**src/rtl/regfile_pkg.sv**
```systemverilog
// regfile_pkg: shared register-file geometry and write-back requester indices
package regfile_pkg;
  localparam int REG_AW = 5;
  localparam int REG_DW = 32;
  localparam int REG_NUM = 32;
  localparam logic [REG_AW-1:0] REG_ZERO = 5'd0;
  localparam int WB_ALU = 0;
  localparam int WB_LOAD = 1;
  localparam int WB_MUL = 2;
endpackage

```
**src/rtl/regfile_wb_sched_if.sv**
```systemverilog
// regfile_wb_sched_if: issue, write-back request and register-file write bundle
//   master: issue stage / execution units / testbench side
//   slave : regfile_wb_sched side
interface regfile_wb_sched_if #(
  parameter int NREQ = 3,
  parameter int AW = 5,
  parameter int DW = 32
);
  logic                 issue_valid;
  logic [AW-1:0]        issue_dest;
  logic [AW-1:0]        issue_src1;
  logic [AW-1:0]        issue_src2;
  logic                 issue_stall;
  logic [NREQ-1:0]      req_valid;
  logic [NREQ*AW-1:0]   req_addr;
  logic [NREQ*DW-1:0]   req_data;
  logic [NREQ-1:0]      req_ready;
  logic [DW-1:0]        writeData;
  logic [AW-1:0]        writeAdd;
  logic                 writeEn;
  logic [(1<<AW)-1:0]   busy;
  modport master (
    output issue_valid, issue_dest, issue_src1, issue_src2, req_valid, req_addr, req_data,
    input  issue_stall, req_ready, writeData, writeAdd, writeEn, busy
  );
  modport slave (
    input  issue_valid, issue_dest, issue_src1, issue_src2, req_valid, req_addr, req_data,
    output issue_stall, req_ready, writeData, writeAdd, writeEn, busy
  );
endinterface

```
**src/rtl/rr_arbiter.sv**
```systemverilog
// rr_arbiter: round-robin one-hot arbiter, search starts after the last grant
//   clk, rst_n : clock, async active-low reset (last resets to N-1)
//   req        : request vector
//   gnt        : one-hot grant, zero when no request
module rr_arbiter #(
  parameter int N = 3
) (
  input  logic         clk,
  input  logic         rst_n,
  input  logic [N-1:0] req,
  output logic [N-1:0] gnt
);
  localparam int LW = N > 1 ? $clog2(N) : 1;
  logic [LW-1:0] r_last;
  logic [LW-1:0] w_idx;
  logic [LW-1:0] w_cand;
  // Walk from lowest to highest priority so the nearest valid requester wins.
  always_comb begin
    gnt = '0;
    w_idx = r_last;
    w_cand = '0;
    for (int k = N; k >= 1; k--) begin
      w_cand = LW'((int'(r_last) + k) % N);
      if (req[w_cand]) begin
        gnt = '0;
        gnt[w_cand] = 1'b1;
        w_idx = w_cand;
      end
    end
  end
  always_ff @(posedge clk or negedge rst_n)
    if (!rst_n) r_last <= LW'(N - 1);
    else if (|req) r_last <= w_idx;
endmodule

```
**src/rtl/regfile_wb_sched.sv**
```systemverilog
// regfile_wb_sched: write-back port scheduler with RAW/WAW busy scoreboard
//   clk, rst_n : clock, async active-low reset
//   bus        : issue inputs / issue_stall, write-back requests / req_ready,
//                registered register-file write port and busy scoreboard
module regfile_wb_sched
  import regfile_pkg::*;
#(
  parameter int NREQ = 3,
  parameter int AW = REG_AW,
  parameter int DW = REG_DW
) (
  input logic clk,
  input logic rst_n,
  regfile_wb_sched_if.slave bus
);
  localparam int NR = 1 << AW;
  logic [NREQ-1:0] w_gnt;
  logic [AW-1:0]   w_addr;
  logic [DW-1:0]   w_data;
  logic            w_xfer;
  logic            w_acc;
  logic [NR-1:0]   w_set;
  logic [NR-1:0]   w_clr;
  logic [NR-1:0]   r_busy;
  logic            r_we;
  logic [AW-1:0]   r_wadd;
  logic [DW-1:0]   r_wdata;
  rr_arbiter #(.N(NREQ)) u_arb (
    .clk   (clk),
    .rst_n (rst_n),
    .req   (bus.req_valid),
    .gnt   (w_gnt)
  );
  always_comb begin
    w_addr = '0;
    w_data = '0;
    for (int i = 0; i < NREQ; i++)
      if (w_gnt[i]) begin
        w_addr = bus.req_addr[i*AW +: AW];
        w_data = bus.req_data[i*DW +: DW];
      end
  end
  assign w_xfer = |w_gnt;
  assign bus.req_ready = w_gnt;
  assign bus.issue_stall = bus.issue_valid &
    (r_busy[bus.issue_src1] | r_busy[bus.issue_src2] | r_busy[bus.issue_dest]);
  // r0 is hard-wired zero: never marked busy, never written.
  assign w_acc = bus.issue_valid & ~bus.issue_stall & (bus.issue_dest != REG_ZERO);
  assign w_set = w_acc ? NR'(1) << bus.issue_dest : '0;
  // Clear on the edge where the register file captures the write.
  assign w_clr = r_we ? NR'(1) << r_wadd : '0;
  always_ff @(posedge clk or negedge rst_n)
    if (!rst_n) begin
      r_we <= 1'b0;
      r_wadd <= '0;
      r_wdata <= '0;
      r_busy <= '0;
    end else begin
      r_we <= w_xfer & (w_addr != REG_ZERO);
      if (w_xfer) begin
        r_wadd <= w_addr;
        r_wdata <= w_data;
      end
      r_busy <= (r_busy & ~w_clr) | w_set;
    end
  assign bus.writeEn = r_we;
  assign bus.writeAdd = r_wadd;
  assign bus.writeData = r_wdata;
  assign bus.busy = r_busy;
endmodule

```
**src/flat_wrapper.sv**
```systemverilog
// flat-port wrapper written by rule: the top's interface ports become plain ports
module regfile_wb_sched_flat import regfile_pkg::*;
#(
  parameter int NREQ = 3,
  parameter int AW = REG_AW,
  parameter int DW = REG_DW
)
  (clk, rst_n, bus_issue_valid, bus_issue_dest, bus_issue_src1, bus_issue_src2, bus_req_valid, bus_req_addr, bus_req_data, bus_issue_stall, bus_req_ready, bus_writeData, bus_writeAdd, bus_writeEn, bus_busy);
  regfile_wb_sched_if #(.NREQ(NREQ), .AW(AW), .DW(DW)) bus_i ();
  input logic clk;
  input logic rst_n;
  input wire logic [$bits(bus_i.issue_valid)-1:0] bus_issue_valid;
  input wire logic [$bits(bus_i.issue_dest)-1:0] bus_issue_dest;
  input wire logic [$bits(bus_i.issue_src1)-1:0] bus_issue_src1;
  input wire logic [$bits(bus_i.issue_src2)-1:0] bus_issue_src2;
  input wire logic [$bits(bus_i.req_valid)-1:0] bus_req_valid;
  input wire logic [$bits(bus_i.req_addr)-1:0] bus_req_addr;
  input wire logic [$bits(bus_i.req_data)-1:0] bus_req_data;
  output wire logic [$bits(bus_i.issue_stall)-1:0] bus_issue_stall;
  output wire logic [$bits(bus_i.req_ready)-1:0] bus_req_ready;
  output wire logic [$bits(bus_i.writeData)-1:0] bus_writeData;
  output wire logic [$bits(bus_i.writeAdd)-1:0] bus_writeAdd;
  output wire logic [$bits(bus_i.writeEn)-1:0] bus_writeEn;
  output wire logic [$bits(bus_i.busy)-1:0] bus_busy;
  assign bus_i.issue_valid = bus_issue_valid;
  assign bus_i.issue_dest = bus_issue_dest;
  assign bus_i.issue_src1 = bus_issue_src1;
  assign bus_i.issue_src2 = bus_issue_src2;
  assign bus_i.req_valid = bus_req_valid;
  assign bus_i.req_addr = bus_req_addr;
  assign bus_i.req_data = bus_req_data;
  assign bus_issue_stall = bus_i.issue_stall;
  assign bus_req_ready = bus_i.req_ready;
  assign bus_writeData = bus_i.writeData;
  assign bus_writeAdd = bus_i.writeAdd;
  assign bus_writeEn = bus_i.writeEn;
  assign bus_busy = bus_i.busy;
  regfile_wb_sched #(.NREQ(NREQ), .AW(AW), .DW(DW)) u_core (.clk(clk), .rst_n(rst_n), .bus(bus_i));
endmodule
```
**config.mk**
```make
export PLATFORM = sky130hd
export DESIGN_NAME = regfile_wb_sched_flat
export DESIGN_NICKNAME = d
export VERILOG_FILES = /design/src/rtl/regfile_pkg.sv /design/src/rtl/regfile_wb_sched_if.sv /design/src/rtl/rr_arbiter.sv /design/src/rtl/regfile_wb_sched.sv /design/src/flat_wrapper.sv
export SDC_FILE = /design/constraint.sdc
export NUM_CORES = 1
export LEC_CHECK = 0
export ABC_AREA = 1
export BUFFER_PORTS_ARGS = -buffer_cell sky130_fd_sc_hd__buf_2
export CAP_MARGIN = 10
export CORE_MARGIN = 4
export CORE_UTILIZATION = 55
export CTS_BUF_LIST = sky130_fd_sc_hd__clkbuf_2
export CTS_CLUSTER_DIAMETER = 200
export DETAILED_ROUTE_END_ITERATION = 12
export PLACE_DENSITY_LB_ADDON = 0.08
export SYNTH_ARGS = -nofsm -noshare
export SYNTH_HDL_FRONTEND = slang
export SYNTH_SLANG_ARGS = --single-unit
```
**constraint.sdc**
```tcl
create_clock -name clk -period 4.1 [get_ports clk]
set_input_delay 0.82 -clock clk [delete_from_list [all_inputs] [get_ports clk]]
set_output_delay 0.82 -clock clk [all_outputs]
set_load 0.05 [all_outputs]
```
==> metrics <==
status finished, final reports clean; CP Launch Type register; post-synthesis adder-cell area fraction 0.960%; TritonCTS sink count 72; layout cells sized above 1 28.0%; Post-synth top flop dfrtp_1; Setup Skew 29.4 ps; Post-CTS Resized 0; placed cell areas 6160 sq um; Seq/Total Area, Yosys 34.6%; proportion of synthesized area in mux cells 0%; maxcap violations 0; final worst-path cycle share 86.2%; FMAX 283 MHz; die area 11100 sq um; Reg clk slew, reported paths 200 ps; core region area 9240 sq um; via/cell ratio 5.63; DRC 0; vias in the first global route 5630; largest net degree at the start of global routing 48; vias 6100; initial antenna violation count 0; htree depth 3; post-synthesis cell type count 34; EDFF count, synth 0; power density over the cells 1070 nW/um^2; share of the synthesized area in the top cell type 34.1%; WS Path Type reg -> out; TritonCTS clock tree built; Core Rows 35; hold_buf cts 0; sequential cell area 1800 sq um; hpwl dp 13800 microns; post-route insts no fill 1084; largest family of logic cells by synthesized area simple AND/OR/NAND/NOR gates; top-count cell post-synth nand2_1; fin crit period 3530 ps; Die X 105 microns; xor and xnor area share after synthesis 0%; Fin. Hold Viols 0; ant diodes 0; Post-Synth Simple-Gate Area 41.7%; antenna-violating nets left 0; Clock Path Buffers 2; synthesis-stage register bit count 72; Netlist Area Pre-Place 5210 sq um; synth top area cells dfrtp_1 (34%), nand2_1 (22%), nand3_1 (8.7%), o21ai_0 (6.0%), nand4_1 (4.9%); crit path DAT 2710 ps; WL per Instance 16.2 microns; compound-gate portion of the synthesized area 14.2%; Gate Count Post-Synth 772; total number of yosys warnings 0; Multi-input gate area 2960 sq um; largest area contributor in the netlist dfrtp_1; first-pass GRT wire length 27900 microns; Placer Congestion 0.935; drt total wl 17500 microns; cell at the root of the clock tree clkbuf_2; Critical Path End Type output pin; HP Class in -> async; initial core utilization 56.4%; fill cell count 812; Die H 105 microns; Buffers on Ports 205; nets 1086; Placed Cells 1068; max-slew violation count 0; worst path required time 3280 ps; # Post-CTS Setup Buffers 0; setup TNS 0 ps; slew margin rel. 32.5%; GRT Residual Overflow 0; TritonRoute pass-1 iters 8; Leak 3.34 nW; asr flop ratio synth 100%; Ports 206; syn_area_per_cell 6.75 sq um; clock latency on the worst-skew pair 490 ps; CP max FO 29; Worst Tran Pin Value 1010 ps; Syn Nets 908; Area growth, synth to finish 20.3%; post-route cell area 6270 sq um; DRT iter0 DRCs 513; Final setup viols 0; RSZ-0062 raised after global routing no; synth cell count leaders nand2_1 (307), nand3_1 (91), dfrtp_1 (71); peak supply drop 1.45 mV; total track usage 31.1%; CTS buffer count 9
-- layer usage --
metal | up-vias | global-route usage [%] | wire length (microns)
met5 | - | 0 | 0
met4 | 0 | 14.4 | 669
met3 | 52 | 5.45 | 1550
met2 | 356 | 51.7 | 8650
met1 | 2762 | 39.2 | 6650
li1 | 2930 | - | -
-- kinds of logic (layout without fill, tap and decap cells) --
group / Yosys count / after routing
AOI/OAI and AO/OA: 113 / 113
adders and majority gates: 4 / 4
buffers and inverters: 88 / 271
DFF: 72 / 72
and+or+nand+nor: 495 / 495
-- layout make-up --
cell class / count / share of cell area [%]
timing repair buffer: 211 / 17.1
tap: 129 / 2.57
sequential: 72 / 28.7
clock inverter: 5 / 0.897
inverter: 44 / 2.63
clock buffer: 11 / 0.878
multi-input combinational: 612 / 47.2
-- metrics by stage --
stage / total power [mW] / worst slack, ps / hold WS (ps) / util [%]
6_report: 6.70 / 567 / 242 / 67.9
4_1_cts: 6.70 / 564 / 225 / 67.9
5_1_grt: 7.23 / 328 / 202 / 67.9
3_3_place_gp: 6.18 / 834 / 460 / 66.7
2_1_floorplan: 5.30 / 1200 / 519 / -
3_5_place_dp: 6.32 / 855 / 460 / 66.7
-- report_power, final --
part	switching [mW]	total (mW)	internal, mW
combinational	3.52	4.81	1.28
sequential	0.407	1.50	1.09
clock	0.243	0.390	0.147
total	4.17	6.70	2.52
-- cell usage in the layout (no fill, tap or decap), drive strengths merged, types with 2 or more instances in the layout --
cell	instances
nor2	34
clkbuf	11
inv	43
a22oi	4
clkinv	5
or2	2
o21bai	2
a21boi	2
buf	211
nand4	41
nand2	316
nand3	94
o211ai	24
a21oi	13
nand3b	2
o21ai	67
ha	4
dfrtp	71
nor3	6
-- path summary, 6_finish.rpt --
path	start	to	slack (ps)	cells past startpoint
worst max-delay path	u_core.u_arb.r_last[1]$_DFFE_PN1P_	bus_req_ready[2]	570	10
worst min-delay path	rst_n	u_core.bus.writeData[15]$_DFFE_PN0P_	240	1
worst max register to register	u_core.u_arb.r_last[1]$_DFFE_PN1P_	u_core.bus.writeData[1]$_DFFE_PN0P_	960	14
worst min register to register	u_core.bus.writeData[20]$_DFFE_PN0P_	u_core.bus.writeData[20]$_DFFE_PN0P_	500	2
max in group asynchronous	rst_n	u_core.bus.busy[10]$_DFF_PN0_	3070	2
min in group clk	u_core.bus.writeData[20]$_DFFE_PN0P_	u_core.bus.writeData[20]$_DFFE_PN0P_	500	2
-- worst max-delay path: stages (launching register included) --
cell and delay [ps]:
dfstp_2 600, ha_1 280, inv_2 110, nand2_1 80, nand3_2 80, nand2_4 80
nor2_1 100, nand2_1 70, nand2_2 400, clkinv_1 160, buf_2 240
-- registers in the layout, summed over array words and instances (netlist names) --
signal,flops
u_core.u_arb.r_last,2
u_core.bus.writeAdd,5
u_core.bus.writeData,32
u_core.bus.busy,32
u_core.bus.writeEn,1
Note: power is estimated with default switching activity, not from simulation.
